## config.mk

```make
export PLATFORM = sky130hd
export DESIGN_NAME = caesar_encryption
export DESIGN_NICKNAME = d
export VERILOG_FILES = /design/src/rtl/caesar_pkg.sv /design/src/rtl/caesar_encryption_sync_fifo.sv /design/src/rtl/caesar_encryption.sv
export SDC_FILE = /design/constraint.sdc
export NUM_CORES = 1
export LEC_CHECK = 0
export ABC_CLOCK_PERIOD_IN_PS = 2300
export BUFFER_PORTS_ARGS = -buffer_cell sky130_fd_sc_hd__buf_2
export CELL_PAD_IN_SITES_DETAIL_PLACEMENT = 1
export CELL_PAD_IN_SITES_GLOBAL_PLACEMENT = 2
export CORE_MARGIN = 2
export CORE_UTILIZATION = 34
export DETAILED_ROUTE_END_ITERATION = 10
export PLACE_DENSITY_LB_ADDON = 0.1
export SYNTH_ARGS = -nofsm -noshare
export SYNTH_HDL_FRONTEND = slang
export SYNTH_SLANG_ARGS = --single-unit
```

## constraint.sdc

```tcl
create_clock -name clk -period 2.3 [get_ports clk]
set_clock_uncertainty 0.15 [all_clocks]
set_input_delay 0 -clock clk [delete_from_list [all_inputs] [get_ports clk]]
set_output_delay 0 -clock clk [all_outputs]
set_load 0.02 [all_outputs]
```

## src/rtl/caesar_pkg.sv

```systemverilog
// Shared Caesar-cipher definitions: default widths and width-truncated shift helpers
// used by both the encryption and decryption stages.
package caesar_pkg;

    localparam int D_WIDTH_DEF   = 8;
    localparam int KEY_WIDTH_DEF = 16;

    function automatic logic [31:0] width_mask(input int unsigned width);
        logic [31:0] mask;
        if (width >= 32)
            mask = '1;
        else
            mask = (32'd1 << width) - 32'd1;
        return mask;
    endfunction

    // Only the low `width` bits of the key matter; the carry out is discarded.
    function automatic logic [31:0] caesar_shift_up(input logic [31:0] data,
                                                    input logic [31:0] key,
                                                    input int unsigned width);
        return (data + key) & width_mask(width);
    endfunction

    function automatic logic [31:0] caesar_shift_down(input logic [31:0] data,
                                                      input logic [31:0] key,
                                                      input int unsigned width);
        return (data - key) & width_mask(width);
    endfunction

endpackage

```

## src/rtl/caesar_encryption_sync_fifo.sv

```systemverilog
// Synchronous FIFO with power-of-two depth; read data is the combinational head entry.
module sync_fifo #(
    parameter int D_WIDTH = 8,
    parameter int DEPTH   = 4,
    localparam int AW     = $clog2(DEPTH),
    localparam int CW     = $clog2(DEPTH + 1)
) (
    input  logic               clk,
    input  logic               rst_n,
    input  logic               push,
    input  logic [D_WIDTH-1:0] push_data,
    input  logic               pop,
    output logic [D_WIDTH-1:0] pop_data,
    output logic               full,
    output logic               empty,
    output logic [CW-1:0]      count
);

    logic [D_WIDTH-1:0] mem [DEPTH];
    logic [AW-1:0]      wr_ptr;
    logic [AW-1:0]      rd_ptr;
    logic               push_en;
    logic               pop_en;

    assign full     = (count == CW'(DEPTH));
    assign empty    = (count == '0);
    assign push_en  = push && !full;
    assign pop_en   = pop && !empty;
    assign pop_data = mem[rd_ptr];

    always_ff @(posedge clk) begin
        if (push_en)
            mem[wr_ptr] <= push_data;
    end

    // Pointers wrap naturally because DEPTH is a power of two.
    always_ff @(posedge clk or negedge rst_n) begin
        if (!rst_n) begin
            wr_ptr <= '0;
            rd_ptr <= '0;
            count  <= '0;
        end else begin
            if (push_en)
                wr_ptr <= wr_ptr + AW'(1);
            if (pop_en)
                rd_ptr <= rd_ptr + AW'(1);
            if (push_en && !pop_en)
                count <= count + CW'(1);
            else if (pop_en && !push_en)
                count <= count - CW'(1);
        end
    end

endmodule

```

## src/rtl/caesar_encryption.sv

```systemverilog
// Caesar encryption stage: shifts each accepted character up by the key and queues it
// behind a valid/ready output register backed by a small FIFO.
module caesar_encryption
    import caesar_pkg::*;
#(
    parameter int D_WIDTH   = D_WIDTH_DEF,
    parameter int KEY_WIDTH = KEY_WIDTH_DEF,
    parameter int DEPTH     = 4
) (
    input  logic                 clk,
    input  logic                 rst_n,
    input  logic [D_WIDTH-1:0]   data_i,
    input  logic                 valid_i,
    input  logic [KEY_WIDTH-1:0] key,
    input  logic                 ready_i,
    output logic                 busy,
    output logic [D_WIDTH-1:0]   data_o,
    output logic                 valid_o,
    output logic                 overflow_o
);

    localparam int CW = $clog2(DEPTH + 1);

    logic [D_WIDTH-1:0] enc;
    logic [D_WIDTH-1:0] fifo_head;
    logic [CW-1:0]      fifo_count;
    logic               fifo_full;
    logic               fifo_empty;
    logic               fifo_push;
    logic               fifo_pop;
    logic               accept;
    logic               load;
    logic               bypass;

    assign enc = D_WIDTH'(caesar_shift_up(32'(data_i), 32'(key), D_WIDTH));

    // busy depends only on the registered FIFO count, never on this cycle's inputs.
    assign busy   = (fifo_count == CW'(DEPTH));
    assign accept = valid_i && !busy;
    assign load   = !valid_o || ready_i;

    // The FIFO head always has priority over new input so ordering is preserved.
    assign fifo_pop  = load && !fifo_empty;
    assign bypass    = load && fifo_empty && accept;
    assign fifo_push = accept && !bypass && !fifo_full;

    sync_fifo #(
        .D_WIDTH(D_WIDTH),
        .DEPTH  (DEPTH)
    ) u_fifo (
        .clk      (clk),
        .rst_n    (rst_n),
        .push     (fifo_push),
        .push_data(enc),
        .pop      (fifo_pop),
        .pop_data (fifo_head),
        .full     (fifo_full),
        .empty    (fifo_empty),
        .count    (fifo_count)
    );

    always_ff @(posedge clk or negedge rst_n) begin
        if (!rst_n) begin
            data_o     <= '0;
            valid_o    <= 1'b0;
            overflow_o <= 1'b0;
        end else begin
            if (valid_i && busy)
                overflow_o <= 1'b1;
            if (load) begin
                if (!fifo_empty) begin
                    data_o  <= fifo_head;
                    valid_o <= 1'b1;
                end else if (accept) begin
                    data_o  <= enc;
                    valid_o <= 1'b1;
                end else begin
                    data_o  <= '0;
                    valid_o <= 1'b0;
                end
            end
        end
    end

endmodule

```

==> flow_summary.yaml <==
worst_setup_path:
  cpMaxStageDelayCell: "dfrtp_2"
  crit_fanout: 5
  critPathBufInv: 2
  rrSetupSlack_ns: 0.19
  cp_cell_sequence: "nor3_4, nor2_1, inv_1, ha_1, inv_1, fa_1, xor2_1, nor2_1, xor2_1"
  start_kind: "flop"
  worstPathArrival_ns: 2.19
  cp_slowest_stage_delay_ns: 0.46
  worstPathRequired_ns: 2.38
  cp-end-kind: "flop"
  path_class: "reg2reg"
  cp_top_family: "adder cells"
route:
  wirelength_um: 4854
  vias: 1410
  ant_nets: 0
  firstDrtPassIters: 4
  avgViaCountPerCell: 5.184
  first_iter_violations: 63
  drcViolationCount: 0
  wl_per_cell_um: 17.85
synth:
  yosys.area_share.adder_pct: 8.338
  synth.cell_area_mm2: 0.002281
  yosys_warnings: 0
  synthArstFlopShare_pct: 34.69
  synth.largest_area_cell: "edfxtp_1"
  synthSimpleGateAreaFrac_pct: 5.979
  ys_ff_latch: 49
  synth_commonest_cells: "edfxtp_1 (32), dfrtp_1 (17), ha_1 (12)"
  synth_xor_area_share_pct: 4.608
  netlist_top_cells_area: "edfxtp_1 (42%), dfrtp_1 (19%), ha_1 (6.6%)"
  synth_compound_area_share_pct: 8.941
  synth_edf_count: 32
  syn_nets: 194
  synth.distinct_cells: 34
  synth_top_family_by_area: "compound AO/OA/AOI/OAI gates"
  syn_inst: 152
  synthFlopType: "edfxtp_1"
  synth_mux_area_share_pct: 8.722
  syn-mean-instance-area_um2: 15.01
  synth_top_area_share_pct: 42.13
  seq_area_frac_synth_pct: 60.78
  yosysMostFrequentCell: "edfxtp_1"
sta:
  grt_setup_unrepaired: "no"
  finalCritPeriodShare_pct: 91.66
  relSlewSlack_pct: 65.72
  setup_viol_count_final: 0
  min_period_ns: 2.108
  fin_setup_tns_ns: 0
  hold_viol_final: 1
  hold_slack_ns: -0.001019
  worst_pin_slew_ns: 0.5097
  final_max_slew_viol_count: 0
  clock.fmax_mhz: 474.3
floorplanning:
  die_area_mm2: 0.007380
  dieWidth_um: 85.91
  coreArea_mm2: 0.006422
  io_pins: 39
  row_count: 29
  initial_core_util_pct: 35.52
  die_h_um: 85.91
final_layout:
  drive_gt1_share_pct: 26.15
  syn_to_final_growth_pct: 18.16
  fill_cells: 679
  nets: 236
  diodes: 0
status:
  outcome: "finished with violations"
  violations: "negative hold slack"
pwr:
  ir_drop_uv: 285.9
  leakage_nw: 1.126
  powerDensity_mw_per_mm2: 1130
  p_total_w: 0.003045
cts:
  clock_sinks: 49
  cts_tree: "yes"
  clk_pin_slew_ns: 0.08
  clock_path_buffers: 2
  htree_levels: 2
  numCtsBuffers: 5
  insertion_delay_ns: 0.30
  clockRootBuffer: "clkbuf_8"
global_route:
  antenna_found_initial: 0
  grt_overflow: 0
  grt_pass1_wl_um: 8280
  grt_max_degree: 18
  grt_use_total_pct: 15.13
  grt_pass1_vias: 1569
run:
  maxCapViolCount: 0
placement:
  io_buffers: 30
  hpwl_um: 3468
  place_congestion: 0.6880
worst_hold_path:
  hp-class: "in2reg"
## layer usage
layer	GRT usage, %	up-vias	routed length [µm]
met5	0	-	0
met4	6.494	0	96
met3	2.599	8	155
met2	25.51	31	2448
met1	19.15	728	2153
li1	-	643	-
## final cells by class
cell class / count / area [µm²] / area share (%)
clock buffer: 8 / 90.09 / 3.343
multi-input combinational: 90 / 853.3 / 31.66
tap: 77 / 96.34 / 3.575
timing repair buffer: 40 / 237.7 / 8.821
inverter: 8 / 30.03 / 1.114
sequential: 49 / 1388 / 51.49
## cells in the final DEF, fill, tap and decap left out, types with 2 or more instances in the layout
cell type / n
edfxtp_1: 32
buf_2: 30
dfrtp_1: 16
ha_1: 12
a21o_1: 9
inv_1: 8
xnor2_1: 8
nand2_1: 7
nor2_1: 6
mux4_2: 6
a22o_1: 6
clkbuf_8: 6
and2_1: 5
dlygate4sd3_1: 5
buf_4: 5
o21ai_0: 3
xor2_1: 3
nor2b_1: 2
a21oi_1: 2
a31oi_1: 2
mux4_1: 2
a22oi_1: 2
fa_1: 2
clkbuf_1: 2
## where the power goes
group | switching, W | internal, W | total [W] | leakage, nW
Clock | 0.000269 | 0.000246 | 0.000515 | 0.0455
Combinational | 0.000592 | 0.000529 | 0.00112 | 0.590
Sequential | 0.000166 | 0.00124 | 0.00141 | 0.490
## cells by family after synthesis
| kind of cell | Yosys count |
|---|---|
| XOR/XNOR | 12 |
| AO/OA/AOI/OAI | 28 |
| multiplexers | 9 |
| flip-flops | 49 |
| AND/OR/NAND/NOR | 27 |
| buffers and inverters | 13 |
| adder cells (fa/ha/maj) | 14 |
## tightest hold or removal path: cells and delay by family
family        cells  cell delay, ns
buf+inv           2            0.25
simple gates      3            0.16
## flip-flops by register name, summed over array words and instances (netlist names)
name           flops
valid_o            1
u_fifo.rd_ptr      2
u_fifo.mem        32
u_fifo.wr_ptr      2
data_o             8
u_fifo.count       3
overflow_o         1
## per-stage QoR
step / cells / worst slack [ns] / cell area (µm²) / hold slack, ns / util [%]
2_1_floorplan: 152 / 0.03152 / 2283 / -0.4456 / -
3_3_place_gp: 259 / 0.2118 / 2535 / -0.1889 / 39.47
3_5_place_dp: 259 / 0.06985 / 2535 / -0.1785 / 39.47
4_1_cts: 272 / 0.05337 / 2675 / 0.001871 / 41.65
5_1_grt: 272 / 0.02755 / 2695 / 0.04379 / 41.96
6_report: 272 / 0.1918 / 2695 / -0.001019 / 41.96
## final timing paths
| path | from | end | cells after the start |
|---|---|---|---|
| setup / recovery | u_fifo.count[1] | u_fifo.count[2] | 9 |
| hold / removal | ready_i | data_o[2] | 5 |
| setup reg to reg | u_fifo.count[1] | u_fifo.count[2] | 9 |
| hold reg to reg | overflow_o | overflow_o | 1 |
| max in group asynchronous | rst_n | u_fifo.count[1] | 2 |
| min in group asynchronous | rst_n | valid_o | 2 |
## what timing repair did
item                                    in CTS  in global routing
gates resized for setup                      0                  4
endpoints found under the hold margin       23                  0
hold buffers                                 5                  0
endpoints found under the setup margin       0                  6
buffers inserted                             0                  0
(Power assumes the default switching activity.)
